## src/rtl/alu_seq_pkg.sv

```systemverilog
// Shared definitions for the ALU sequencer: FSM encoding, LDI opcode and
// instruction field positions.
package alu_seq_pkg;

    typedef enum logic [1:0] {
        IDLE = 2'd0,
        EXEC = 2'd1,
        DONE = 2'd2
    } state_t;

    localparam int INSTR_W = 8;

    localparam logic [2:0] OP_LDI = 3'b111;

    // instr = {op[2:0], rd[1:0], rs[1:0], use_imm}
    localparam int OP_MSB  = 7;
    localparam int OP_LSB  = 5;
    localparam int RD_MSB  = 4;
    localparam int RD_LSB  = 3;
    localparam int RS_MSB  = 2;
    localparam int RS_LSB  = 1;
    localparam int IMM_BIT = 0;

    function automatic logic is_ldi(input logic [2:0] op);
        return op == OP_LDI;
    endfunction

endpackage

```

## src/rtl/alu_seq_regfile.sv

```systemverilog
// 4-entry register file: one synchronous write port and three asynchronous
// read ports (rd operand, rs operand, debug).
module alu_seq_regfile #(
    parameter int                DATA_W      = 8,
    parameter logic [DATA_W-1:0] REG_RST_VAL = '0
) (
    input  logic              clk,
    input  logic              reset,
    input  logic              we,
    input  logic [1:0]        waddr,
    input  logic [DATA_W-1:0] wdata,
    input  logic [1:0]        rd_addr,
    input  logic [1:0]        rs_addr,
    input  logic [1:0]        dbg_addr,
    output logic [DATA_W-1:0] rd_data,
    output logic [DATA_W-1:0] rs_data,
    output logic [DATA_W-1:0] dbg_data
);

    logic [DATA_W-1:0] regs [4];

    always_ff @(posedge clk or posedge reset) begin
        if (reset) begin
            for (int i = 0; i < 4; i++) begin
                regs[i] <= REG_RST_VAL;
            end
        end else if (we) begin
            regs[waddr] <= wdata;
        end
    end

    assign rd_data  = regs[rd_addr];
    assign rs_data  = regs[rs_addr];
    assign dbg_data = regs[dbg_addr];

endmodule

```

## src/rtl/alu_seq_ctrl.sv

```systemverilog
// Load/operate sequencer around a combinational 8-bit ALU: accept, execute,
// retire in three cycles. Optional retire counter under ALU_SEQ_RETIRE_CNT_EN.
//
// state | meaning
// IDLE  | ready for an instruction; operands launched on accept
// EXEC  | ALU settles; result (or immediate for LDI) written to R[rd]
// DONE  | one-cycle retire pulse, then back to IDLE
module alu_seq_ctrl
    import alu_seq_pkg::*;
#(
    parameter int                DATA_W      = 8,
    parameter logic [DATA_W-1:0] REG_RST_VAL = '0
) (
    input  logic               clk,
    input  logic               reset,
    input  logic               instr_valid,
    output logic               instr_ready,
    input  logic [INSTR_W-1:0] instr_in,
    input  logic [DATA_W-1:0]  imm_in,
    output logic [DATA_W-1:0]  alu_a,
    output logic [DATA_W-1:0]  alu_b,
    output logic [2:0]         alu_opcode,
    input  logic [DATA_W-1:0]  alu_r,
    input  logic               alu_zero,
    input  logic [1:0]         dbg_sel,
    output logic [DATA_W-1:0]  dbg_data,
`ifdef ALU_SEQ_RETIRE_CNT_EN
    output logic [7:0]         retire_cnt,
`endif
    output logic               zero_flag,
    output logic               done
);

    state_t state_q, state_d;

    logic [2:0]        in_op;
    logic [1:0]        in_rd;
    logic [1:0]        in_rs;
    logic              in_use_imm;

    logic [2:0]        op_q;
    logic [1:0]        rd_q;
    logic [DATA_W-1:0] imm_q;

    logic [DATA_W-1:0] rd_data;
    logic [DATA_W-1:0] rs_data;

    logic              accept;
    logic              wr_en;
    logic [DATA_W-1:0] wr_data;
    logic              wr_zero;

    assign in_op      = instr_in[OP_MSB:OP_LSB];
    assign in_rd      = instr_in[RD_MSB:RD_LSB];
    assign in_rs      = instr_in[RS_MSB:RS_LSB];
    assign in_use_imm = instr_in[IMM_BIT];

    alu_seq_regfile #(
        .DATA_W      (DATA_W),
        .REG_RST_VAL (REG_RST_VAL)
    ) u_regfile (
        .clk      (clk),
        .reset    (reset),
        .we       (wr_en),
        .waddr    (rd_q),
        .wdata    (wr_data),
        .rd_addr  (in_rd),
        .rs_addr  (in_rs),
        .dbg_addr (dbg_sel),
        .rd_data  (rd_data),
        .rs_data  (rs_data),
        .dbg_data (dbg_data)
    );

    always_ff @(posedge clk or posedge reset) begin
        if (reset) begin
            state_q <= IDLE;
        end else begin
            state_q <= state_d;
        end
    end

    always_comb begin
        state_d     = state_q;
        instr_ready = 1'b0;
        done        = 1'b0;
        wr_en       = 1'b0;
        accept      = 1'b0;
        case (state_q)
            IDLE: begin
                instr_ready = 1'b1;
                if (instr_valid) begin
                    accept  = 1'b1;
                    state_d = EXEC;
                end
            end
            EXEC: begin
                wr_en   = 1'b1;
                state_d = DONE;
            end
            DONE: begin
                done    = 1'b1;
                state_d = IDLE;
            end
            default: begin
                state_d = IDLE;
            end
        endcase
    end

    // LDI bypasses the ALU entirely; its zero status comes from the immediate.
    always_comb begin
        wr_data = alu_r;
        wr_zero = alu_zero;
        if (is_ldi(op_q)) begin
            wr_data = imm_q;
            wr_zero = (imm_q == '0);
        end
    end

    always_ff @(posedge clk or posedge reset) begin
        if (reset) begin
            op_q       <= '0;
            rd_q       <= '0;
            imm_q      <= '0;
            alu_a      <= '0;
            alu_b      <= '0;
            alu_opcode <= '0;
        end else if (accept) begin
            op_q       <= in_op;
            rd_q       <= in_rd;
            imm_q      <= imm_in;
            alu_a      <= rd_data;
            alu_b      <= in_use_imm ? imm_in : rs_data;
            alu_opcode <= is_ldi(in_op) ? 3'd0 : in_op;
        end
    end

    always_ff @(posedge clk or posedge reset) begin
        if (reset) begin
            zero_flag <= 1'b0;
        end else if (wr_en) begin
            zero_flag <= wr_zero;
        end
    end

`ifdef ALU_SEQ_RETIRE_CNT_EN
    always_ff @(posedge clk or posedge reset) begin
        if (reset) begin
            retire_cnt <= 8'd0;
        end else if (done) begin
            retire_cnt <= retire_cnt + 8'd1;
        end
    end
`endif

endmodule

```

## config.mk

```make
export PLATFORM = sky130hd
export DESIGN_NAME = alu_seq_ctrl
export DESIGN_NICKNAME = d
export VERILOG_FILES = /design/src/rtl/alu_seq_pkg.sv /design/src/rtl/alu_seq_regfile.sv /design/src/rtl/alu_seq_ctrl.sv
export SDC_FILE = /design/constraint.sdc
export NUM_CORES = 1
export LEC_CHECK = 0
export CORE_MARGIN = 2
export CORE_UTILIZATION = 50
export CTS_BUF_LIST = sky130_fd_sc_hd__clkbuf_2
export DETAILED_ROUTE_END_ITERATION = 7
export PLACE_DENSITY_LB_ADDON = 0.2
export SYNTH_ARGS = -nofsm -noshare
export SYNTH_HDL_FRONTEND = slang
export SYNTH_HIERARCHICAL = 1
export SYNTH_SLANG_ARGS = --single-unit
export TNS_END_PERCENT = 50
```

## constraint.sdc

```tcl
create_clock -name clk -period 2.3 [get_ports clk]
set_input_delay 0.46 -clock clk [delete_from_list [all_inputs] [get_ports clk]]
set_output_delay 0.46 -clock clk [all_outputs]
set_load 0.1 [all_outputs]
```

==> results by group, run 1 <==
Placed design
  • Placed Cells: 355
  • HPWL after DPL: 5330 um
  • Dpl ws: -0.0239 ns
  • GP Congestion: 0.766
  • Buffers on Ports: 59

STA
  • Unrepaired setup endpoints after global routing: false
  • Fin worst setup slack: 0.194 ns
  • Max-slew headroom at the worst pin: 0.634
  • Final setup fails: 0
  • Min Tclk post-route: ~2.1 ns
  • Setup TNS: 0 ns
  • Final hold violation count: 0
  • Clock Skew: approximately 0.010 ns
  • F_max: about 0.47 GHz
  • Worst slew pin tran: 0.548 ns
  • Fin. max-slew vios: 0
  • Period utilization: 0.916

Cells and area
  • Syn-to-layout area delta: 26.0%
  • Number of fill cells: 491
  • Fraction of layout cells with a size suffix above 1: 0.491
  • Flip-flop and latch area: approximately 1700 um2
  • Multi-input combinational cell area: between 1500 and 2000 um2
  • Post-route insts no fill: 370
  • Core Util, Final: 0.654
  • Antenna Cells: 0
  • Nets@finish: 319

Setup path
  • Crit path buf inv count: 1
  • Crit-path cells: mux4_2, buf_12
  • Slowest library cell on the worst path: mux4_2
  • CP Class: reg -> out
  • Critical Path RT: 1.84 ns
  • Crit end category: output pin
  • CP startpoint kind: flip-flop
  • R2r setup slk: approximately 0.52 ns
  • Crit path max-delay family: multiplexers
  • Crit-path max FO: 4
  • Worst endpoint data arrival time: 1.65 ns
  • Worst stage delay on the critical path: around 0.54 ns

Synth
  • Simple-gate share of the synthesized area: 0.0548
  • Ys async rst share: 1.00
  • Synth area leader: dfrtp_1
  • EDFF count, synth: 0
  • Synth Net Count: 247
  • Yosys warns: 6
  • Sequential cell area fraction in the yosys report: 0.506
  • Netlist cell types: 21
  • Mux share of post-synthesis cell area: 0.395
  • FF+latch count, synth: 67
  • Post-Synth XOR/XNOR Area: 0
  • Yosys top cell area share: 0.506
  • Adder-Cell Fraction of Synth Area: 0
  • Mapped Cells: 217
  • Primary FF master, synth: dfrtp_1
  • Synth Area in Compound Gates: 0.0185
  • Synthesized area: between 3000 and 4000 um2
  • Avg Inst Size Synth: between 15 and 20 um2
  • Area contributors post-synth: dfrtp_1 51%, mux2_2 20%, mux4_2 16%, mux2i_1 2.4%, a21oi_1 1.2%
  • Largest family of logic cells by synthesized area: multiplexers

Drt
  • Vias/cell: around 5.7
  • Post-DRT Antenna Nets: 0
  • Routed WL: 7410 um
  • Via count: roughly 2100
  • Initial DRC Count: a little over 90
  • Drt pass-1 iters: 4
  • DR WL/cell: 20.0 um
  • DRC Markers: 0

Clock tree
  • H-tree Lvls: 3
  • CTS tree: done
  • # Post-CTS Setup Buffers: 0
  • CTS Sinks: 67
  • Clock Pin Slew Worst Setup and Hold Paths: 0.17 ns
  • CTS Buf Count: 9
  • Root buf cell: clkbuf_2
  • Clk Latency, worst-skew pair: 0.47 ns
  • CTS max path bufs: 2

GRT
  • Gr usage total: 0.222
  • Antenna violations before repair: 0
  • Vias in the first global route: 2124
  • Maximum number of pins on one net before global-route repair: 45
  • First-pass GRT wire length: around 12000 um
  • Gr ovfl total: 0

Floorplanning
  • Die Ht: 85.4 um
  • Initial Utilization: 0.519
  • Die area: 7290 um2
  • CORE AREA: roughly 6400 um2
  • IO Pins: 60
  • Die W: 85.4 um
  • Site row count: 29

Outcome
  • Status: complete, no violations

Power
  • Pleak: ~1.8 nW
  • Peak supply drop: about 0.00087 V
  • P per Cell Area: approximately 1500 nW/um2
  • Tot Pwr: 6.13 mW

Worst hold path
  • Worst hold path type: in -> async

Job
  • Max Cap Violations: 0
-- final timing paths --
| path | to | cells after the start | from |
|---|---|---|---|
| max | dbg_data[4] | 2 | u_regfile/regs[4]$_DFFE_PP0P_ |
| min | u_regfile/regs[31]$_DFFE_PP0P_ | 3 | reset |
| max reg2reg | u_regfile/regs[25]$_DFFE_PP0P_ | 3 | state_q[0]$_DFFE_PP0P_ |
| min reg2reg | op_q[0]$_DFFE_PP0P_ | 1 | op_q[0]$_DFFE_PP0P_ |
| max in group asynchronous | op_q[2]$_DFFE_PP0P_ | 3 | reset |
| min in group clk | zero_flag$_DFFE_PP0P_ | 3 | alu_zero |
-- worst register-to-register path: stages (launching register included) --
cell and delay [ns]:
dfrtp_1 0.47, nor2b_1 0.27, nor3b_4 0.54, mux2_2 0.40
-- cell usage after synthesis (3+ instances only) --
| cell type | instances |
|---|---|
| dfrtp_1 | 67 |
| mux2_2 | 60 |
| mux4_2 | 24 |
| nor2_1 | 10 |
| a21oi_1 | 8 |
| buf_2 | 8 |
| mux2i_1 | 8 |
| inv_1 | 5 |
| nand2_1 | 4 |
| nand3_1 | 4 |
| nor2b_1 | 3 |
| o21ai_0 | 3 |
-- cell usage in the layout (no fill, tap or decap), drive strengths merged --
cell type / count
o21ai: 3
dlygate4sd2: 2
nor2b: 3
nor2: 10
buf: 43
nand2: 4
a21oi: 8
mux2i: 8
mux4: 24
nor3b: 2
dfrtp: 67
nor4: 2
clkdlybuf4s50: 27
clkbuf: 10
a31oi: 1
nand3b: 3
clkinv: 5
inv: 5
mux2: 61
nand3: 5
-- registers in the layout, summed over array words and instances, names as in the netlist --
| register | cells |
|---|---|
| rd_q | 2 |
| op_q | 3 |
| alu_a | 8 |
| imm_q | 8 |
| alu_b | 8 |
| alu_opcode | 3 |
| state_q | 2 |
| zero_flag | 1 |
| u_regfile/regs | 32 |
-- through the flow --
| step | cell area [um2] | hold slack [ns] |
|---|---|---|
| after floorplan | 3310 | 0.477 |
| after global placement | 4110 | 0.491 |
| after detailed placement | 4110 | 0.497 |
| after CTS | 4170 | 0.353 |
| after global routing | 4170 | 0.362 |
| final | 4170 | 0.383 |
-- timing repair --
| item | CTS | global route |
|---|---|---|
| resized for setup | 2 | 0 |
| hold buffers | 0 | 0 |
| setup endpoints to repair | 8 | 0 |
-- logic make-up (layout without fill, tap and decap cells) --
family | Yosys count | in the layout
AOI/OAI and AO/OA | 12 | 12
buffers and inverters | 16 | 92
DFF | 67 | 67
muxes | 93 | 93
and+or+nand+nor | 29 | 29
-- layout make-up --
type / instances / area share
Clock buffer: 10 / 0.0120
Clock inverter: 5 / 0.00510
Inverter: 5 / 0.00450
Multi-Input combinational cell: 134 / 0.371
Sequential cell: 67 / 0.402
Tap cell: 77 / 0.0231
Timing Repair Buffer: 72 / 0.182
-- layer usage --
layer,up-vias,part of all wire,track usage
li1,963,-,-
met1,1077,0.45,0.315
met2,55,0.49,0.344
met3,12,0.042,0.0389
met4,0,0.019,0.0909
met5,-,0,0
-- where the power goes --
part           switching [mW]  internal [mW]  total, mW
logic                    2.22           1.32       3.54
clock network           0.388          0.128      0.515
registers               0.419           1.66       2.08
No activity file was read; power rests on OpenSTA's default activity.
==> inputs of run 2 (changes only) <==
- CORE_ASPECT_RATIO: default -> 1.75
==> results by group, run 2 (synthesis results as in run 1) <==
Clock tree
  • Root buf cell: clkbuf_2
  • CTS Sinks: 67
  • Clock Pin Slew Worst Setup and Hold Paths: 0.18 ns
  • H-tree Lvls: 3
  • CTS Buf Count: 9
  • CTS tree: done
  • Clk Latency, worst-skew pair: ~0.50 ns
  • CTS max path bufs: 2
  • # hold bufs at CTS: 0

Cells and area
  • Commonest non-fill, non-tap cells in the layout: 67 x dfrtp_1, 60 x mux2_2, 36 x buf_4, 28 x clkdlybuf4s50_1, 24 x mux4_2
  • Nets@finish: 323
  • Fraction of layout cells with a size suffix above 1: 0.503
  • Max reg flops: 32
  • Antenna Cells: 0
  • Syn-to-layout area delta: 27.0%
  • Flip-flop and latch area: between 1500 and 2000 um2
  • Fin area: about 4200 um2
  • Number of fill cells: 506
  • Core Util, Final: 0.648
  • Post-route insts no fill: 380
  • Commonest non-fill, non-tap cell in the layout: dfrtp_1
  • Multi-input combinational cell area: 1550 um2
  • Top reg by flops: u_regfile/regs

Power
  • Peak supply drop: 0.00110 V
  • P per Cell Area: 1460 nW/um2
  • Clk pwr share: 0.086
  • Reg power frac: 0.337
  • Switching pwr: between 3 and 4 mW
  • Sw frac: 0.490
  • Tot Pwr: 6.14 mW
  • Internal power: 3.13 mW
  • Pleak: 1.81 nW
  • Logic pwr share: 0.576

Drt
  • DRC Markers: 0
  • Initial DRC Count: 85
  • Post-DRT Antenna Nets: 0
  • Routed WL: 7340 um
  • Vias/cell: around 5.7
  • Via count: ~2100
  • DR WL/cell: approximately 19 um
  • Drt pass-1 iters: 4

Setup path
  • R2r setup slk: 0.51 ns
  • CP startpoint kind: input port
  • CP Class: in -> out
  • Worst endpoint data arrival time: 1.78 ns
  • Crit end category: output pin
  • Critical Path RT: 1.84 ns
  • Crit-path max FO: 2

STA
  • Clock Skew: approximately 0.025 ns
  • F_max: 0.447 GHz
  • Final hold violation count: 0
  • Worst slew pin tran: 0.555 ns
  • Final setup fails: 0
  • Unrepaired setup endpoints after global routing: false
  • Min Tclk post-route: 2.24 ns
  • Setup TNS: 0 ns
  • Period utilization: 0.973
  • Max-slew headroom at the worst pin: 0.630
  • Fin. max-slew vios: 0

GRT
  • Gr usage total: 0.222
  • Gr ovfl total: 0
  • First-pass GRT wire length: 11900 um
  • Vias in the first global route: ~2300
  • Maximum number of pins on one net before global-route repair: 45
  • Antenna violations before repair: 0

Floorplanning
  • Site row count: 39
  • Die area: 7320 um2
  • Die Ht: roughly 110 um
  • Die W: 65.5 um
  • IO Pins: 60
  • CORE AREA: 6490 um2
  • Initial Utilization: 0.510

Placed design
  • Placed Area: 4120 um2
  • HPWL after DPL: 5400 um
  • Buffers on Ports: approximately 60
  • GP Congestion: 0.790
  • Placed Cells: 363

Job
  • Max Cap Violations: 0

Outcome
  • Status: complete, no violations

Worst hold path
  • Worst hold path type: in -> async
run 2: cell type report:
cell class                      instances  share of cell area
Inverter                                5             0.00446
Multi-Input combinational cell        134               0.369
Clock inverter                          4             0.00417
Clock buffer                           12              0.0143
Sequential cell                        67               0.399
Tap cell                               82              0.0244
Timing Repair Buffer                   76               0.185
run 2: final timing paths:
| path | start | end | cells after the start |
|---|---|---|---|
| worst max-delay path | dbg_sel[1] | dbg_data[5] | 4 |
| min in group clk | alu_a[2]$_DFFE_PP0P_ | alu_a[2]$_DFFE_PP0P_ | 1 |
| max in group asynchronous | reset | u_regfile/regs[6]$_DFFE_PP0P_ | 3 |
| worst min-delay path | reset | op_q[2]$_DFFE_PP0P_ | 3 |
| worst max register to register | state_q[0]$_DFFE_PP0P_ | u_regfile/regs[31]$_DFFE_PP0P_ | 3 |
| worst min register to register | alu_a[2]$_DFFE_PP0P_ | alu_a[2]$_DFFE_PP0P_ | 1 |
run 2: power by group through the flow:
| stage | Sequential, mW | Clock (mW) | Combinational (mW) |
|---|---|---|---|
| CTS | 2.06 | 0.557 | 3.56 |
| detailed placement | 2.09 | 0 | 3.55 |
| global placement | 2.06 | 0 | 3.51 |
| global route | 2.14 | 0.612 | 3.66 |
| floorplan | 3.00 | 0 | 1.67 |
| finish | 2.07 | 0.531 | 3.54 |
run 2: timing repair:
item	4_1_cts	5_1_grt
gates resized for setup	1	0
endpoints found under the setup margin	5	0
buffers inserted	1	0
run 2: layer usage:
layer | GRT usage | routed length (um) | share of wire | vias to the layer above
met3 | 0.0657 | 436 | 0.059 | 8
met5 | 0 | 0 | 0 | -
li1 | - | - | - | 982
met2 | 0.362 | 3830 | 0.52 | 66
met1 | 0.276 | 2940 | 0.40 | 1093
met4 | 0.0875 | 130 | 0.018 | 0
run 2: metrics by stage:
stage	hold WS, ns	worst slack (ns)
final	0.343	0.0619
after global routing	0.346	0.0276
after CTS	0.312	0.0521
after detailed placement	0.498	-0.0206
after global placement	0.490	-0.0139
after floorplan	0.477	0.0506
run 2: worst max-delay path: stages:
cell and delay (ns):
clkdlybuf4s50_1 0.47, buf_4 0.12, mux4_2 0.53, buf_12 0.19
==> inputs of run 3 (changes only) <==
- CORE_UTILIZATION: 50 -> 54
- PLACE_DENSITY_LB_ADDON: 0.2 -> 0.1
- SKIP_LAST_GASP: default -> 1
==> results by group, run 3 (synthesis results as in run 1) <==
Cells and area
  • Fraction of layout cells with a size suffix above 1: 0.495
  • Nets@finish: 320
  • Core Util, Final: 0.710
  • Max reg flops: 32
  • Fin area: 4210 um2
  • Top reg by flops: u_regfile/regs
  • Post-route insts no fill: roughly 370
  • Commonest non-fill, non-tap cells in the layout: 67 x dfrtp_1, 60 x mux2_2, 32 x buf_4, 28 x clkdlybuf4s50_1, 24 x mux4_2
  • Number of fill cells: 433
  • Syn-to-layout area delta: 27.0%
  • Commonest non-fill, non-tap cell in the layout: dfrtp_1
  • Antenna Cells: 0

GRT
  • Vias in the first global route: 2296
  • Maximum number of pins on one net before global-route repair: 45
  • Gr usage total: 0.249
  • First-pass GRT wire length: 12300 um
  • Antenna violations before repair: 0
  • Gr ovfl total: 0

Drt
  • Drt pass-1 iters: 4
  • DR WL/cell: 19.8 um
  • DRC Markers: 0
  • Routed WL: 7400 um
  • Via count: 2112
  • Vias/cell: 5.66
  • Initial DRC Count: 157
  • Post-DRT Antenna Nets: 0

Floorplanning
  • Die area: 6800 um2
  • Site row count: 37
  • Die W: between 60 and 70 um
  • IO Pins: 60
  • Die Ht: between 100 and 150 um
  • CORE AREA: between 5000 and 6000 um2
  • Initial Utilization: 0.559

Clock tree
  • CTS tree: done
  • Clock Pin Slew Worst Setup and Hold Paths: 0.18 ns
  • CTS Buf Count: 9
  • Clk Latency, worst-skew pair: 0.50 ns
  • # hold bufs at CTS: 0
  • H-tree Lvls: 3
  • Root buf cell: clkbuf_2
  • CTS max path bufs: 2
  • CTS Sinks: 67

Setup path
  • Critical Path RT: 1.84 ns
  • Worst endpoint data arrival time: 1.80 ns
  • Crit-path max FO: 4
  • Crit end category: output pin
  • CP startpoint kind: input port
  • CP Class: in -> out

Power
  • Peak supply drop: between 0.0008 and 0.0009 V
  • P per Cell Area: around 1500 nW/um2
  • Pleak: 1.81 nW

STA
  • Min Tclk post-route: approximately 2.3 ns
  • Fin. max-slew vios: 0
  • Hold WS: 0.347 ns
  • Max-slew headroom at the worst pin: 0.633
  • Unrepaired setup endpoints after global routing: false
  • Final hold violation count: 0
  • Clock Skew: 0.0249 ns
  • Worst slew pin tran: 0.549 ns
  • Setup TNS: 0 ns
  • Period utilization: 0.982
  • Final setup fails: 0
  • F_max: roughly 0.44 GHz

Job
  • Max Cap Violations: 0

Outcome
  • Status: complete, no violations

Placed design
  • HPWL after DPL: 5400 um
  • Placed Cells: 356
  • Placed Area: 4090 um2
  • GP Congestion: 0.835
  • Buffers on Ports: a little under 60

Worst hold path
  • Worst hold path type: in -> async
==> run 3: final timing paths <==
| check | from | to | slack [ns] | cells past startpoint |
|---|---|---|---|---|
| max reg2reg | state_q[0]$_DFFE_PP0P_ | u_regfile/regs[27]$_DFFE_PP0P_ | 0.53 | 3 |
| min | reset | u_regfile/regs[3]$_DFFE_PP0P_ | 0.35 | 3 |
| max | dbg_sel[1] | dbg_data[5] | 0.04 | 4 |
| min in group clk | alu_zero | zero_flag$_DFFE_PP0P_ | 0.51 | 3 |
| min reg2reg | alu_a[5]$_DFFE_PP0P_ | alu_a[5]$_DFFE_PP0P_ | 0.53 | 1 |
| max in group asynchronous | reset | alu_a[7]$_DFFE_PP0P_ | 1.58 | 3 |
==> run 3: final cells by class <==
type,count,area (um2),share of cell area
clock inverters,4,41.3,0.00982
flip-flops and latches,67,1680,0.399
multi-input cells,134,1550,0.369
well taps,78,97.6,0.0232
clock buffers,12,60.1,0.0143
repair buffers,73,761,0.181
inverters,5,18.8,0.00446
==> run 3: stage by stage <==
step	worst slack, ns	power (mW)
after global placement	-0.0138	5.58
after detailed placement	-0.0263	5.64
final	0.0422	6.25
after CTS	0.0241	6.29
after floorplan	0.0506	4.67
after global routing	0.0160	6.53
==> run 3: what timing repair did <==
item                                    in CTS  in global routing
gates cloned                                 0                  0
endpoints found under the setup margin       6                  1
setup buffers                                1                  0
resized for setup                            1                  1
==> run 3: per-layer routing <==
metal	vias to the layer above	routed length, um	track usage
li1	972	-	-
met1	1065	3050	0.321
met2	63	3870	0.410
met3	12	295	0.0481
met4	0	180	0.113
met5	-	0	0
==> run 3: power breakdown <==
part	internal, mW	switching [mW]	total, mW
logic	1.32	2.21	3.53
registers	1.66	0.410	2.07
clock network	0.255	0.395	0.650
==> run 3: critical path, cell delays in order <==
cell and delay (ns):
clkdlybuf4s50_1 0.47, buf_6 0.13, mux4_2 0.54, buf_12 0.19
